**src/rtl/fifo_arb_pkg.sv**
```systemverilog
// Shared types and helpers for the FIFO write-port arbiter.
// State encoding, counter widths and one-hot decode.
package fifo_arb_pkg;

    localparam int ST_W   = 2;
    localparam int BCNT_W = 8;
    localparam int IDX_W  = 2;

    typedef enum logic [ST_W-1:0] {
        ST_IDLE       = 2'd0,
        ST_SETUP      = 2'd1,
        ST_BURST      = 2'd2,
        ST_WAIT_DRAIN = 2'd3
    } state_e;

    // Up to four requesters; callers zero-extend narrower grant vectors.
    function automatic logic [IDX_W-1:0] onehot2idx(input logic [3:0] oh);
        logic [IDX_W-1:0] idx;
        idx = '0;
        for (int i = 0; i < 4; i++) begin
            if (oh[i]) idx = IDX_W'(i);
        end
        return idx;
    endfunction

endpackage

```
**src/rtl/fifo_wr_arbiter_rr_pick.sv**
```systemverilog
// Combinational winner select for the write arbiter.
// Round robin from rr_ptr by default; FIFO_ARB_FIXED_PRIO_EN selects lowest-index-wins.
module rr_pick
    import fifo_arb_pkg::*;
#(
    parameter int NUM_REQ = 2
) (
    input  logic [NUM_REQ-1:0] req,
    input  logic [IDX_W-1:0]   rr_ptr,
    output logic [IDX_W-1:0]   winner,
    output logic               any
);

    logic found;

    assign any = |req;

`ifdef FIFO_ARB_FIXED_PRIO_EN
    logic unused_ptr;
    assign unused_ptr = ^rr_ptr;

    always_comb begin
        winner = '0;
        found  = 1'b0;
        for (int c = 0; c < NUM_REQ; c++) begin
            if (!found && req[c]) begin
                winner = IDX_W'(c);
                found  = 1'b1;
            end
        end
    end
`else
    // Scan distance k from the pointer; constant inner index keeps selects static.
    always_comb begin
        winner = '0;
        found  = 1'b0;
        for (int k = 0; k < NUM_REQ; k++) begin
            for (int c = 0; c < NUM_REQ; c++) begin
                if (!found && req[c] && (c == (int'(rr_ptr) + k) % NUM_REQ)) begin
                    winner = IDX_W'(c);
                    found  = 1'b1;
                end
            end
        end
    end
`endif

endmodule

```
**src/rtl/fifo_wr_arbiter.sv**
```systemverilog
// Shares the single FIFO write port between NUM_REQ producers with burst framing
// and almost_full/almost_empty flow control. FIFO_ARB_FIXED_PRIO_EN selects fixed priority.
module fifo_wr_arbiter
    import fifo_arb_pkg::*;
#(
    parameter int NUM_REQ   = 2,
    parameter int DATA_W    = 8,
    parameter int BURST_MAX = 16
) (
    input  logic                      sys_clk,
    input  logic                      sys_rst_n,
    input  logic [NUM_REQ-1:0]        req,
    input  logic [NUM_REQ*DATA_W-1:0] req_wdata,
    output logic [NUM_REQ-1:0]        wr_ack,
    output logic [NUM_REQ-1:0]        gnt,
    input  logic                      almost_full,
    input  logic                      almost_empty,
    output logic                      fifo_wr_en,
    output logic [DATA_W-1:0]         fifo_wdata,
    output logic                      busy
);

    localparam logic [BCNT_W-1:0] BMAX = BCNT_W'(BURST_MAX);

    state_e              state_q, state_d;
    logic [NUM_REQ-1:0]  gnt_q, gnt_d;
    logic                wr_en_q, wr_en_d;
    logic [DATA_W-1:0]   wdata_q, wdata_d;
    logic [BCNT_W-1:0]   bcnt_q, bcnt_d, bcnt_inc;
    logic [IDX_W-1:0]    rr_ptr_q, rr_ptr_d, next_ptr, g, winner;
    logic                any, req_g, xfer;
    logic [DATA_W-1:0]   wsel;

    rr_pick #(.NUM_REQ(NUM_REQ)) u_pick (
        .req    (req),
        .rr_ptr (rr_ptr_q),
        .winner (winner),
        .any    (any)
    );

    assign g        = onehot2idx(4'(gnt_q));
    assign req_g    = |(req & gnt_q);
    assign xfer     = (state_q == ST_BURST) && req_g && !almost_full && (bcnt_q < BMAX);
    assign wr_ack   = xfer ? gnt_q : '0;
    assign bcnt_inc = (bcnt_q == '1) ? bcnt_q : bcnt_q + 1'b1;

`ifdef FIFO_ARB_FIXED_PRIO_EN
    assign next_ptr = '0;
`else
    assign next_ptr = (g == IDX_W'(NUM_REQ-1)) ? '0 : g + 1'b1;
`endif

    always_comb begin
        wsel = '0;
        for (int i = 0; i < NUM_REQ; i++) begin
            if (gnt_q[i]) wsel = req_wdata[i*DATA_W +: DATA_W];
        end
    end

    always_comb begin
        state_d  = state_q;
        gnt_d    = gnt_q;
        wr_en_d  = 1'b0;
        wdata_d  = wdata_q;
        bcnt_d   = bcnt_q;
        rr_ptr_d = rr_ptr_q;
        case (state_q)
            ST_IDLE: begin
                if (any && !almost_full) begin
                    gnt_d   = NUM_REQ'(1) << winner;
                    state_d = ST_SETUP;
                end
            end
            ST_SETUP: state_d = ST_BURST;
            ST_BURST: begin
                if (xfer) begin
                    wr_en_d = 1'b1;
                    wdata_d = wsel;
                    bcnt_d  = bcnt_inc;
                end
                // almost_full takes precedence over a dropped request or a full burst
                if (almost_full || !req_g || (xfer && bcnt_inc >= BMAX)) begin
                    state_d  = almost_full ? ST_WAIT_DRAIN : ST_IDLE;
                    gnt_d    = '0;
                    bcnt_d   = '0;
                    rr_ptr_d = next_ptr;
                end
            end
            ST_WAIT_DRAIN: begin
                if (almost_empty) state_d = ST_IDLE;
            end
            default: state_d = ST_IDLE;
        endcase
    end

    always_ff @(posedge sys_clk or negedge sys_rst_n) begin
        if (!sys_rst_n) begin
            state_q  <= ST_IDLE;
            gnt_q    <= '0;
            wr_en_q  <= 1'b0;
            wdata_q  <= '0;
            bcnt_q   <= '0;
            rr_ptr_q <= '0;
        end else begin
            state_q  <= state_d;
            gnt_q    <= gnt_d;
            wr_en_q  <= wr_en_d;
            wdata_q  <= wdata_d;
            bcnt_q   <= bcnt_d;
            rr_ptr_q <= rr_ptr_d;
        end
    end

    assign gnt        = gnt_q;
    assign fifo_wr_en = wr_en_q;
    assign fifo_wdata = wdata_q;
    assign busy       = (state_q != ST_IDLE);

endmodule

```
**config.mk**
```make
export PLATFORM = sky130hd
export DESIGN_NAME = fifo_wr_arbiter
export DESIGN_NICKNAME = d
export VERILOG_FILES = /design/src/rtl/fifo_arb_pkg.sv /design/src/rtl/fifo_wr_arbiter_rr_pick.sv /design/src/rtl/fifo_wr_arbiter.sv
export SDC_FILE = /design/constraint.sdc
export NUM_CORES = 1
export LEC_CHECK = 0
export CORE_ASPECT_RATIO = 0.75
export CORE_MARGIN = 10
export CORE_UTILIZATION = 48
export DETAILED_ROUTE_END_ITERATION = 7
export GPL_TIMING_DRIVEN = 0
export PLACE_DENSITY = 0.86
export SYNTH_ARGS = -nofsm -noshare
export SYNTH_HDL_FRONTEND = slang
export SYNTH_SLANG_ARGS = --single-unit
```
**constraint.sdc**
```tcl
create_clock -name sys_clk -period 4.24 [get_ports sys_clk]
set_input_delay 0.636 -clock sys_clk [delete_from_list [all_inputs] [get_ports sys_clk]]
set_output_delay 0.636 -clock sys_clk [all_outputs]
set_load 0.02 [all_outputs]
```
==> Word-level counts from Yosys, hierarchy flattened <==
Cells that the tools add are included.
{ "totals": {"reg_bits": 22, "output_inout_bits": 14, "word_cells": 79} }
{ "op_classes": {"add_sub_neg": 3, "magnitude_cmp": 2, "eq_ne": 9, "shifts": 1, "n_mux": 24, "n_bitwise": 2, "n_reduce_logical": 32} }
{ "op_table": {"columns": ["operator", "n"], "rows": [
  ["$logic_not A32 Y1", 2],
  ["$mux W8", 5],
  ["$mux W2", 7],
  ["$logic_and A1 B1 Y1", 12],
  ["$mux W1", 10],
  ["$add A8 B1 Y8 const B", 1],
  ["$eq A8 B8 Y1 const B", 1],
  ["$ge A8 B5 Y1 const B", 1],
  ["$lt A8 B5 Y1 const B", 1],
  ["$pmux W2 S4", 1],
  ["$reduce_and A2 Y1", 3],
  ["$reduce_and A3 Y1", 2],
  ["$reduce_bool A2 Y1", 3],
  ["$logic_not A1 Y1", 5],
  ["$eq A2 B1 Y1 const B", 2],
  ["$eq A2 B2 Y1 const B", 2],
  ["$ne A2 B2 Y1 const B", 2],
  ["$pmux W2 S2", 1],
  ["$reduce_or A2 Y1", 2],
  ["$add A1 B1 Y1 const B", 2],
  ["$and A2 B2 Y2", 1],
  ["$eq A2 B2 Y1 const A", 1],
  ["$logic_not A2 Y1", 1],
  ["$logic_or A1 B1 Y1", 2],
  ["other kinds (3)", 3]
]} }

==> Depth between registers and ports, before layout <==
Gate-level depths: netlist (run 1).
{ "logic_depth": {"ltp_word": 18, "mapped_depth": 5} }

==> Hierarchy <==
Synthesis (run 1) repeated with hierarchy kept, for this count alone.
{ "hier_totals": {"hier_cells": 117, "hier_area_um2": 1172.4} }
{ "modules_own_cells": {"columns": ["module", "instances", "cells_each", "area_per_inst_um2", "seq_area_each_um2"], "rows": [
  ["fifo_wr_arbiter", 1, 112, 1143.6, 550.5],
  ["rr_pick", 1, 5, 28.8, 0.0]
]} }

==> Worst setup path after synthesis (run 1) <==
Ideal clock, no wire load.
{ "synth_timing": {"path_kind": "in2out", "from": "in req[0]", "to": "out wr_ack[0]", "arrival_ns": 1.440, "setup_slack_ns": 2.164, "stages": 5, "n_path_buf": 1, "cell_sequence": "a22oi_2 -> nor2_1 -> and3_2 -> buf_4 -> and2_1"} }
{ "synth_between": {"elab_chain_cells": 6} }
{ "synth_lines": {"columns": ["item", "line", "source"], "rows": [
  ["from (decl)", "fifo_wr_arbiter.sv:12", "input logic [NUM_REQ-1:0] req,"],
  ["$and A2 B2 Y2", "fifo_wr_arbiter.sv:42", "assign req_g = |(req & gnt_q);"],
  ["$reduce_or A2 Y1", "fifo_wr_arbiter.sv:42", null],
  ["$logic_and A1 B1 Y1 (3 in series)", "fifo_wr_arbiter.sv:43", "assign xfer = (state_q == ST_BURST) && req_g && !almost_full && (bcnt_q < BMAX);"],
  ["$mux W2", "fifo_wr_arbiter.sv:44", "assign wr_ack = xfer ? gnt_q : '0;"],
  ["to (decl)", "fifo_wr_arbiter.sv:14", "output logic [NUM_REQ-1:0] wr_ack,"]
]} }
No other way between the ends.

==> Worst setup path in the final report (run 1) <==
{ "layout_timing": {"from": "in req[0]", "to": "out wr_ack[1]"} }
Same word-level chain as after synthesis.

==> key figures, run 1 <==
Outcome
  • Status: completed

Clock tree
  • Number of H-tree branching levels: 1
  • Clk slew on worst S/H paths: 0.10 ns
  • Clock latency on the worst-skew pair: 0.31 ns
  • Post-CTS Setup Repair Bufs: 0
  • Number of buffers created by CTS: 3
  • CTS tree: yes
  • Clock sink total: 22
  • Total of cells resized after clock tree synthesis: 0
  • Clock Path Buffers: 2
  • Hold buffer count at cts: 0
  • Master cell of the clock root buffer: sky130_fd_sc_hd__clkbuf_4

Cells and area
  • Antenna diodes: 0
  • Fraction of layout instances using a drive strength above 1: 0.144
  • Total number of nets in the final design: 157
  • Syn-to-layout area delta: 37.7%

Placed design
  • Port Buffers: 35
  • DPL Wire Length: 2140 um
  • Worst slack after detailed placement: 1.05 ns
  • Placer congestion estimate: 0.807

Setup path
  • Crit. End Element: primary output
  • Type of the worst setup path: input port to primary output
  • R2r worst-path depth: 4
  • Startpoint Class: input port
  • FF-to-FF End: fifo_wdata[0]$_DFFE_PN0P_
  • Max Fanout on Critical Path: 10
  • Arrival time of data at the critical path endpoint: 2.62 ns
  • Longest individual stage delay on the worst path: 0.61 ns
  • Launch point of the worst reg-to-reg path: bcnt_q[5]$_DFFE_PN0P_
  • Cell occurring most often along the worst timing path: sky130_fd_sc_hd__clkdlybuf4s50_1
  • Required time at the worst-slack endpoint: 3.60 ns
  • Cell type of the slowest stage on the worst timing path: sky130_fd_sc_hd__clkdlybuf4s50_1
  • Chain of cells forming the critical path: clkdlybuf4s50_1 -> a22oi_2 -> nor2_1 -> and3_2 -> buf_4 -> and2_1 -> clkdlybuf4s50_1
  • Setup slack of the most critical reg-to-reg path: 2.48 ns

Logic synthesis
  • Ys async rst share: 1.00
  • Synthesized cell area: 1070 sq um
  • Synthesis Warnings: 0
  • Biggest area contributors in the synthesized netlist: sky130_fd_sc_hd__dfrtp_1 (51%), sky130_fd_sc_hd__mux2_2 (8.4%), sky130_fd_sc_hd__a22o_1 (7.4%), sky130_fd_sc_hd__and2_1 (3.5%), sky130_fd_sc_hd__nor4_4 (2.0%)
  • Cell variety after synth: 35
  • Primary FF master, synth: sky130_fd_sc_hd__dfrtp_1
  • Synthesis-stage register bit count: 22
  • Yosys top cell by area: sky130_fd_sc_hd__dfrtp_1
  • Mapped Nets: 117
  • Synthesized instance count: 94
  • Part of the Yosys area used for sequential elements: 0.515
  • EDFF count, synth: 0
  • Proportion of netlist area held by the largest area contributor: 0.515
  • Syn Area/Cell: 11.4 sq um

Route
  • Number of iterations in the first detailed-routing pass: 4
  • Drt initial violations: 63
  • Vias after detailed routing: 862
  • Post-detailed-routing wire length: 2760 um
  • Number of nets still failing antenna checks after routing: 0
  • Post-route DRC violation count: 0
  • Vias per cell: 5.53
  • Mean routed wirelength per cell: 17.7 um

Power
  • Leakage power: 0.652 nW
  • Power per cell area: 553 nW/um^2
  • Worst supply voltage drop on vdd: 0.000310 V

Worst hold path
  • Endpoint of the worst hold-timing path: fifo_wdata[6]$_DFFE_PN0P_
  • Startpoint of the worst hold path: fifo_wdata[6]$_DFFE_PN0P_
  • Min-Delay Path Class: flop to flop
  • Number of stages on the worst hold path: 1

STA
  • Setup Viol. Count Final: 0
  • Sum of negative setup slack: 0 ns
  • Final setup slack of the worst path: 0.988 ns
  • Least-Margin Pin Slew: 0.998 ns
  • Relative slew margins: 0.333
  • Worst setup skew after layout: 0.0167 ns
  • Final Hold Vio Count: 0
  • Fmax: 0.308 GHz
  • RSZ-0062 raised after global routing: false
  • Final Max Slew Viols: 0
  • Crit share post-route: 0.767
  • Min Clock Period, post-route: 3.25 ns

Global route
  • Pin count of the biggest net entering global routing: 23
  • Grt total ovfl: 0
  • Antenna violations before repair: 0
  • Global-route wire length before repair: 4260 um
  • Via count of the first global-routing pass: 860
  • Global Route Usage Sum: 0.124

Die
  • Horiz. Die Dim: 74.5 um
  • Core Region: 2070 sq um
  • Standard-cell row count: 14
  • Number of I/O pins: 36
  • Die area: 4540 sq um
  • Die Y: 60.9 um
  • Effective utilization at floorplan: 0.518

Flow run
  • Number of maximum-capacitance violations: 0
how the worst max path moves through the flow:
stage / start / endpoint / depth (start not counted)
final: req[0] / wr_ack[1] / 7
after floorplan: req[0] / wr_ack[0] / 5
after global routing: req[0] / wr_ack[0] / 7
after detailed placement: req[0] / wr_ack[1] / 7
after CTS: req[0] / wr_ack[1] / 7
after global placement: req[0] / wr_ack[1] / 7
Yosys cell counts (2+ instances only):
master                     n
sky130_fd_sc_hd__and2_1    6
sky130_fd_sc_hd__o22ai_1   3
sky130_fd_sc_hd__mux2_2    8
sky130_fd_sc_hd__inv_1     2
sky130_fd_sc_hd__or3_1     2
sky130_fd_sc_hd__nand2_1   5
sky130_fd_sc_hd__a21oi_1   4
sky130_fd_sc_hd__a22o_1    9
sky130_fd_sc_hd__dfrtp_1  22
sky130_fd_sc_hd__nand3_1   4
sky130_fd_sc_hd__nor2_1    2
sky130_fd_sc_hd__o21ai_0   4
stage by stage:
stage	std cells	hold WS, ns	utilization	power [mW]	cell area (sq um)
6_report	156	0.519	0.712	0.815	1470
4_1_cts	156	0.523	0.712	0.823	1470
5_1_grt	156	0.548	0.712	0.871	1470
2_1_floorplan	94	0.340	-	0.553	1070
3_5_place_dp	153	0.496	0.702	0.728	1450
3_3_place_gp	153	0.490	0.702	0.709	1450
sequential cells by signal, indices dropped and copies added, names as in the netlist:
register / cells
gnt: 2
bcnt_q: 8
state_q: 2
fifo_wdata: 8
fifo_wr_en: 1
rr_ptr_q: 1
final cells by class:
class / count / area [sq um]
sequential: 22 / 551
inverter: 2 / 7.51
timing repair buffer: 35 / 350
fill: 165 / 594
buffer: 3 / 15.0
multi-input combinational: 67 / 497
clock buffer: 3 / 22.5
tap: 24 / 30.0
routing by layer:
| metal | GRT usage | part of all wire |
|---|---|---|
| met2 | 0.202 | 0.52 |
| met5 | 0 | 0 |
| met3 | 0.0489 | 0.061 |
| met1 | 0.143 | 0.40 |
| met4 | 0.0565 | 0.024 |
power breakdown:
group          switching (mW)  total (mW)  internal [mW]
Clock                  0.0593      0.0925         0.0332
Combinational           0.199       0.399          0.200
Sequential             0.0500       0.323          0.273
Total                   0.309       0.815          0.506
cells in the final DEF, fill, tap and decap left out:
cell	instances
sky130_fd_sc_hd__a21boi_0	1
sky130_fd_sc_hd__a21o_1	1
sky130_fd_sc_hd__a21oi_1	4
sky130_fd_sc_hd__a22o_1	9
sky130_fd_sc_hd__a22oi_2	1
sky130_fd_sc_hd__and2_1	6
sky130_fd_sc_hd__and2_2	1
sky130_fd_sc_hd__and2b_2	1
sky130_fd_sc_hd__and3_1	1
sky130_fd_sc_hd__and3_2	1
sky130_fd_sc_hd__buf_1	1
sky130_fd_sc_hd__buf_4	1
sky130_fd_sc_hd__clkbuf_1	1
sky130_fd_sc_hd__clkbuf_4	3
sky130_fd_sc_hd__clkdlybuf4s50_1	35
sky130_fd_sc_hd__dfrtp_1	22
sky130_fd_sc_hd__ha_1	1
sky130_fd_sc_hd__inv_1	2
sky130_fd_sc_hd__mux2_2	8
sky130_fd_sc_hd__mux2i_1	1
sky130_fd_sc_hd__nand2_1	5
sky130_fd_sc_hd__nand3_1	4
sky130_fd_sc_hd__nand4_1	1
sky130_fd_sc_hd__nor2_1	2
sky130_fd_sc_hd__nor2b_1	1
sky130_fd_sc_hd__nor3_1	1
sky130_fd_sc_hd__nor3_2	1
sky130_fd_sc_hd__nor4_4	1
sky130_fd_sc_hd__o21ai_0	4
sky130_fd_sc_hd__o21ai_1	1
sky130_fd_sc_hd__o22ai_1	3
sky130_fd_sc_hd__o31ai_1	1
sky130_fd_sc_hd__or2_2	1
sky130_fd_sc_hd__or3_1	2
sky130_fd_sc_hd__or3b_1	1
sky130_fd_sc_hd__or4_1	1
sky130_fd_sc_hd__xnor2_1	1
cells by family (layout without fill, tap and decap cells):
logic type | Yosys count | after routing | synth area share
simple gates | 31 | 31 | 0.185
mux | 9 | 9 | 0.0936
fa+ha+maj | 1 | 1 | 0.0117
xor+xnor | 1 | 1 | 0.00819
buf+inv | 5 | 43 | 0.0211
compound gates | 25 | 25 | 0.166
flops | 22 | 22 | 0.515
worst max-delay path, delay by kind of cell:
family / cells / cell delay, ns
compound gates: 1 / 0.12
simple gates: 3 / 0.52
buf+inv: 3 / 1.33
Note: power is estimated with default switching activity, not from simulation.
==> run 2, diff against run 1 <==
- CORE_UTILIZATION: 48 -> 44
- PLACE_DENSITY: 0.86 -> 0.8
- clock period: 4.24 -> 3.37 ns (I/O delays scaled with it)
==> key figures, run 2 (synthesized netlist as in run 1, its figures left out) <==
Route
  • Vias per cell: 5.23 (-5.4%)
  • Number of iterations in the first detailed-routing pass: 4 (unchanged)
  • Mean routed wirelength per cell: 15.9 um (-10%)
  • Post-detailed-routing wire length: 2650 um (-4.0%)
  • Vias after detailed routing: 873 (+1.3%)
  • Drt initial violations: 25 (-60%)
  • Number of nets still failing antenna checks after routing: 0 (unchanged)
  • Post-route DRC violation count: 0 (unchanged)

STA
  • Worst setup skew after layout: 0.00118 ns (-0.0155 ns)
  • Relative slew margins: 0.364 (+0.0319)
  • Min Clock Period, post-route: 2.98 ns
  • Least-Margin Pin Slew: 0.950 ns (-0.0477 ns)
  • Setup Viol. Count Final: 0 (unchanged)
  • Final Hold Vio Count: 0 (unchanged)
  • Fmax: 0.336 GHz
  • Final setup slack of the worst path: 0.394 ns (-0.594 ns)
  • Crit share post-route: 0.883
  • Sum of negative setup slack: 0 ns (unchanged)
  • RSZ-0062 raised after global routing: false
  • Final Max Slew Viols: 0 (unchanged)

Worst hold path
  • Min-Delay Path Class: flop to flop
  • Number of stages on the worst hold path: 1 (unchanged)

Flow run
  • Number of maximum-capacitance violations: 0 (unchanged)

Global route
  • Global Route Usage Sum: 0.117 (-0.00716)
  • GRT busiest layer: met2
  • Via count of the first global-routing pass: 944 (+9.8%)
  • Grt total ovfl: 0 (unchanged)
  • Met1 GRT Util: 0.123 (-0.0198)
  • Antenna violations before repair: 0 (unchanged)
  • Global-route track usage on met3: 0.0345 (-0.0145)
  • Pin count of the biggest net entering global routing: 23 (unchanged)
  • Fraction of met2 tracks used by global routing: 0.217 (+0.0157)
  • Global-route wire length before repair: 4610 um (+8.1%)

Setup path
  • Type of the worst setup path: input port to primary output
  • Required time at the worst-slack endpoint: 2.86 ns (-0.74 ns)
  • Max Fanout on Critical Path: 10 (unchanged)
  • Setup slack of the most critical reg-to-reg path: 1.66 ns (-0.82 ns)
  • Startpoint Class: input port
  • R2r worst-path depth: 4 (unchanged)
  • Crit. End Element: primary output
  • Arrival time of data at the critical path endpoint: 2.47 ns (-0.15 ns)

Die
  • Number of I/O pins: 36 (unchanged)
  • Die Y: 62.7 um (+3.0%)
  • Horiz. Die Dim: 76.9 um (+3.3%)
  • Standard-cell row count: 15 (+1)
  • Effective utilization at floorplan: 0.463 (-0.0541)
  • Core Region: 2310 sq um (+12%)
  • Die area: 4820 sq um (+6.3%)

Clock tree
  • Post-CTS Setup Repair Bufs: 0 (unchanged)
  • Total of cells resized after clock tree synthesis: 0 (unchanged)
  • Clock sink total: 22 (unchanged)
  • Clock latency on the worst-skew pair: 0.31 ns (about the same)
  • Clock Path Buffers: 2 (unchanged)
  • Hold buffer count at cts: 0 (unchanged)
  • Master cell of the clock root buffer: sky130_fd_sc_hd__clkbuf_4
  • Number of H-tree branching levels: 1 (unchanged)
  • Number of buffers created by CTS: 3 (unchanged)
  • CTS tree: yes
  • Clk slew on worst S/H paths: 0.12 ns (+0.02 ns)

Cells and area
  • Most common cell after layout, fill and taps aside: sky130_fd_sc_hd__clkdlybuf4s50_1
  • Area of the multi-input gates: 497 sq um (unchanged)
  • Antenna diodes: 0 (unchanged)
  • Filler cells: 187 (+13%)
  • Fraction of layout instances using a drive strength above 1: 0.150 (+0.00644)
  • Total number of nets in the final design: 157 (unchanged)
  • Share of the core filled with cells: 0.649 (-0.0631)
  • Highest-count cells in the layout ignoring fill and taps: sky130_fd_sc_hd__clkdlybuf4s50_1 (35), sky130_fd_sc_hd__dfrtp_1 (22), sky130_fd_sc_hd__a22o_1 (9)
  • Syn-to-layout area delta: 40.1%
  • Storage element area: 551 sq um (unchanged)

Placed design
  • Worst slack after detailed placement: 0.394 ns (-0.659 ns)
  • Placer congestion estimate: 0.753 (-6.7%)
  • Port Buffers: 35 (unchanged)
  • DPL Wire Length: 2140 um (about the same)

Power
  • Power per cell area: 702 nW/um^2 (+27%)
  • Leakage power: 0.659 nW (+1.1%)
  • Worst supply voltage drop on vdd: 0.000429 V (+38%)

Outcome
  • Status: completed
[run 2: through the flow]
| stage | cells | power (mW) | instance area [sq um] | hold slack (ns) |
|---|---|---|---|---|
| after floorplan | 94 | 0.696 | 1070 | 0.210 |
| after global placement | 163 | 0.894 | 1460 | 0.491 |
| after detailed placement | 163 | 0.921 | 1460 | 0.499 |
| after CTS | 167 | 1.07 | 1500 | 0.531 |
| after global routing | 167 | 1.13 | 1500 | 0.550 |
| final | 167 | 1.05 | 1500 | 0.522 |
[run 2: area by class of cell]
type,instances,share of cell area
flip-flops and latches,22,0.367
well taps,34,0.0284
plain buffers,3,0.0100
multi-input cells,67,0.331
inverters,2,0.00501
clock buffers,4,0.0242
repair buffers,35,0.234
[run 2: final timing paths]
kind / startpoint / to
setup / recovery: req[0] / wr_ack[1]
hold / removal: fifo_wdata[6]$_DFFE_PN0P_ / fifo_wdata[6]$_DFFE_PN0P_
setup reg to reg: bcnt_q[5]$_DFFE_PN0P_ / fifo_wdata[2]$_DFFE_PN0P_
hold reg to reg: fifo_wdata[6]$_DFFE_PN0P_ / fifo_wdata[6]$_DFFE_PN0P_
max in group asynchronous: sys_rst_n / bcnt_q[1]$_DFFE_PN0P_
min in group asynchronous: sys_rst_n / fifo_wdata[3]$_DFFE_PN0P_
[run 2: worst max-delay path, cell delays in order]
cell                              delay (ns)
sky130_fd_sc_hd__clkdlybuf4s50_1        0.55
sky130_fd_sc_hd__a22oi_2                0.13
sky130_fd_sc_hd__nor2_1                 0.14
sky130_fd_sc_hd__and3_2                 0.21
sky130_fd_sc_hd__buf_4                  0.18
sky130_fd_sc_hd__and2_1                 0.14
sky130_fd_sc_hd__clkdlybuf4s50_1        0.61
[run 2: metal layers]
metal  wire length [um]  part of all wire  vias up
met5                  0                 0        -
met4                 36             0.014        0
met3                 66             0.025        4
met2               1480              0.56       10
met1               1070              0.40      432
li1                   -                 -      427
[run 2: power by group]
group / internal (mW) / switching (mW) / total (mW)
logic: 0.252 / 0.248 / 0.501
clock network: 0.0660 / 0.0787 / 0.145
registers: 0.343 / 0.0638 / 0.407
total: 0.662 / 0.391 / 1.05
==> run 3, diff against run 2 <==
- CORE_MARGIN: 10 -> unset
==> key figures, run 3 (synthesized netlist as in run 1, its figures left out) <==
Outcome
  • Status: completed

Setup path
  • Chain of cells forming the critical path: clkdlybuf4s50_1 -> a22oi_2 -> nor2_1 -> and3_2 -> buf_4 -> and2_1 -> clkdlybuf4s50_1
  • Launch point of the worst reg-to-reg path: bcnt_q[5]$_DFFE_PN0P_
  • Crit. End Element: primary output
  • Cell type of the slowest stage on the worst timing path: sky130_fd_sc_hd__clkdlybuf4s50_1
  • Cell class contributing the biggest share of worst-path delay: buffers and inverters
  • FF-to-FF End: fifo_wdata[2]$_DFFE_PN0P_
  • Type of the worst setup path: input port to primary output
  • Setup slack of the most critical reg-to-reg path: 1.68 ns (+0.02 ns)
  • Max Fanout on Critical Path: 10 (unchanged)
  • Cell occurring most often along the worst timing path: sky130_fd_sc_hd__clkdlybuf4s50_1
  • Arrival time of data at the critical path endpoint: 2.40 ns (-0.07 ns)
  • Required time at the worst-slack endpoint: 2.86 ns (about the same)
  • Critical path buffers and inverters: 3 (unchanged)
  • Longest individual stage delay on the worst path: 0.60 ns (about the same)
  • Startpoint Class: input port
  • R2r worst-path depth: 4 (unchanged)

Cells and area
  • Filler cells: 189 (+1.1%)
  • Final design area excluding fillers: 1500 sq um (unchanged)
  • Most common cell after layout, fill and taps aside: sky130_fd_sc_hd__clkdlybuf4s50_1
  • Total number of nets in the final design: 157 (unchanged)
  • Antenna diodes: 0 (unchanged)
  • Syn-to-layout area delta: 40.1% (unchanged)
  • Fraction of layout instances using a drive strength above 1: 0.150 (unchanged)
  • Highest-count cells in the layout ignoring fill and taps: sky130_fd_sc_hd__clkdlybuf4s50_1 (35), sky130_fd_sc_hd__dfrtp_1 (22), sky130_fd_sc_hd__a22o_1 (9)
  • Area of the multi-input gates: 497 sq um (unchanged)
  • Storage element area: 551 sq um (unchanged)

STA
  • RSZ-0062 raised after global routing: false
  • Fmax: 0.344 GHz (+2.3%)
  • Final setup slack of the worst path: 0.460 ns (+0.0658 ns)
  • Least-Margin Pin Slew: 0.976 ns (+0.0254 ns)
  • Relative slew margins: 0.347 (-0.0170)
  • Sum of negative setup slack: 0 ns (unchanged)
  • Setup Viol. Count Final: 0 (unchanged)
  • Min Clock Period, post-route: 2.91 ns (-0.0658 ns)
  • Final Hold Vio Count: 0 (unchanged)
  • Hold Slack: 0.517 ns (-0.00525 ns)
  • Crit share post-route: 0.863 (-0.0195)
  • Final Max Slew Viols: 0 (unchanged)
  • Worst setup skew after layout: 0.00394 ns (+0.00276 ns)

Placed design
  • Post-DP Area: 1460 sq um (unchanged)
  • Worst slack after detailed placement: 0.446 ns (+0.0522 ns)
  • Placer congestion estimate: 0.698 (-7.3%)
  • DPL Wire Length: 1700 um (-21%)
  • Port Buffers: 35 (unchanged)

Clock tree
  • Clock Path Buffers: 2 (unchanged)
  • Hold buffer count at cts: 0 (unchanged)
  • CTS tree: yes
  • Clock latency on the worst-skew pair: 0.31 ns (about the same)
  • Clk slew on worst S/H paths: 0.11 ns (about the same)
  • Number of H-tree branching levels: 1 (unchanged)
  • Master cell of the clock root buffer: sky130_fd_sc_hd__clkbuf_4
  • Total of cells resized after clock tree synthesis: 0 (unchanged)
  • Post-CTS Setup Repair Bufs: 0 (unchanged)
  • Clock sink total: 22 (unchanged)
  • Number of buffers created by CTS: 3 (unchanged)

Route
  • Mean routed wirelength per cell: 13.4 um (-16%)
  • Drt initial violations: 23 (-8.0%)
  • Number of iterations in the first detailed-routing pass: 4 (unchanged)
  • Post-detailed-routing wire length: 2240 um (-16%)
  • Vias after detailed routing: 869 (-0.46%)
  • Vias per cell: 5.20 (-0.46%)
  • Post-route DRC violation count: 0 (unchanged)
  • Number of nets still failing antenna checks after routing: 0 (unchanged)

Worst hold path
  • Startpoint of the worst hold path: fifo_wdata[1]$_DFFE_PN0P_
  • Min-Delay Path Class: flop to flop
  • Endpoint of the worst hold-timing path: fifo_wdata[1]$_DFFE_PN0P_
  • Number of stages on the worst hold path: 1 (unchanged)

Power
  • Leakage power: 0.659 nW (unchanged)
  • Power per cell area: 694 nW/um^2 (-1.2%)
  • Worst supply voltage drop on vdd: 0.000418 V (-2.5%)

Global route
  • Global Route Usage Sum: 0.187 (+0.0700)
  • Pin count of the biggest net entering global routing: 23 (unchanged)
  • Global-route wire length before repair: 3640 um (-21%)
  • Grt total ovfl: 0 (unchanged)
  • Antenna violations before repair: 0 (unchanged)
  • Via count of the first global-routing pass: 830 (-12%)

Die
  • Horiz. Die Dim: 58.9 um (-23%)
  • Effective utilization at floorplan: 0.467 (+0.00380)
  • Die area: 2630 sq um (-45%)
  • Number of I/O pins: 36 (unchanged)
  • Standard-cell row count: 15 (unchanged)
  • Core Region: 2290 sq um (-0.81%)
  • Die Y: 44.7 um (-29%)

Flow run
  • Number of maximum-capacitance violations: 0 (unchanged)
==> run 3: cell counts in the layout (fill, tap and decap cells not counted) <==
Identical to the previous run, type by type.
==> run 3: through the flow <==
step	util	instances	power, mW
after floorplan	-	94	0.696
after global placement	0.639	163	0.885
after detailed placement	0.639	163	0.902
after CTS	0.655	167	1.05
after global routing	0.655	167	1.11
final	0.655	167	1.04
==> run 3: cell type report <==
type	instances	area share
buffer	3	0.0100
clock buffer	4	0.0242
inverter	2	0.00501
multi-input combinational	67	0.331
sequential	22	0.367
tap	34	0.0284
timing repair buffer	35	0.234
==> run 3: worst max path at each step <==
| stage | start | to | slack (ns) | cells after the start |
|---|---|---|---|---|
| 3_3_place_gp | req[0] | wr_ack[0] | 0.48 | 7 |
| 4_1_cts | req[0] | wr_ack[0] | 0.45 | 7 |
| 6_report | req[0] | wr_ack[0] | 0.46 | 7 |
| 5_1_grt | req[0] | wr_ack[0] | 0.38 | 7 |
| 3_5_place_dp | req[0] | wr_ack[0] | 0.45 | 7 |
| 2_1_floorplan | bcnt_q[5]$_DFFE_PN0P_ | wr_ack[0] | 1.52 | 4 |
==> run 3: where the power goes <==
| part | internal, mW | switching (mW) | leakage, nW |
|---|---|---|---|
| Sequential | 0.343 | 0.0602 | 0.293 |
| Combinational | 0.252 | 0.241 | 0.345 |
| Clock | 0.0660 | 0.0777 | 0.0210 |
==> run 3: layer usage <==
layer	part of all wire	up-vias	track usage
met5	0	-	0
met2	0.47	22	0.295
met3	0.040	6	0.0630
met4	0.016	0	0.0571
met1	0.48	416	0.246
li1	-	425	-
==> run 3: worst register-to-register path, delay by kind of cell, from the launching register on <==
kind,cells,cell delay (ns)
AND/OR/NAND/NOR,2,0.63
buffers and inverters,1,0.18
flip-flops,1,0.44
multiplexers,1,0.34
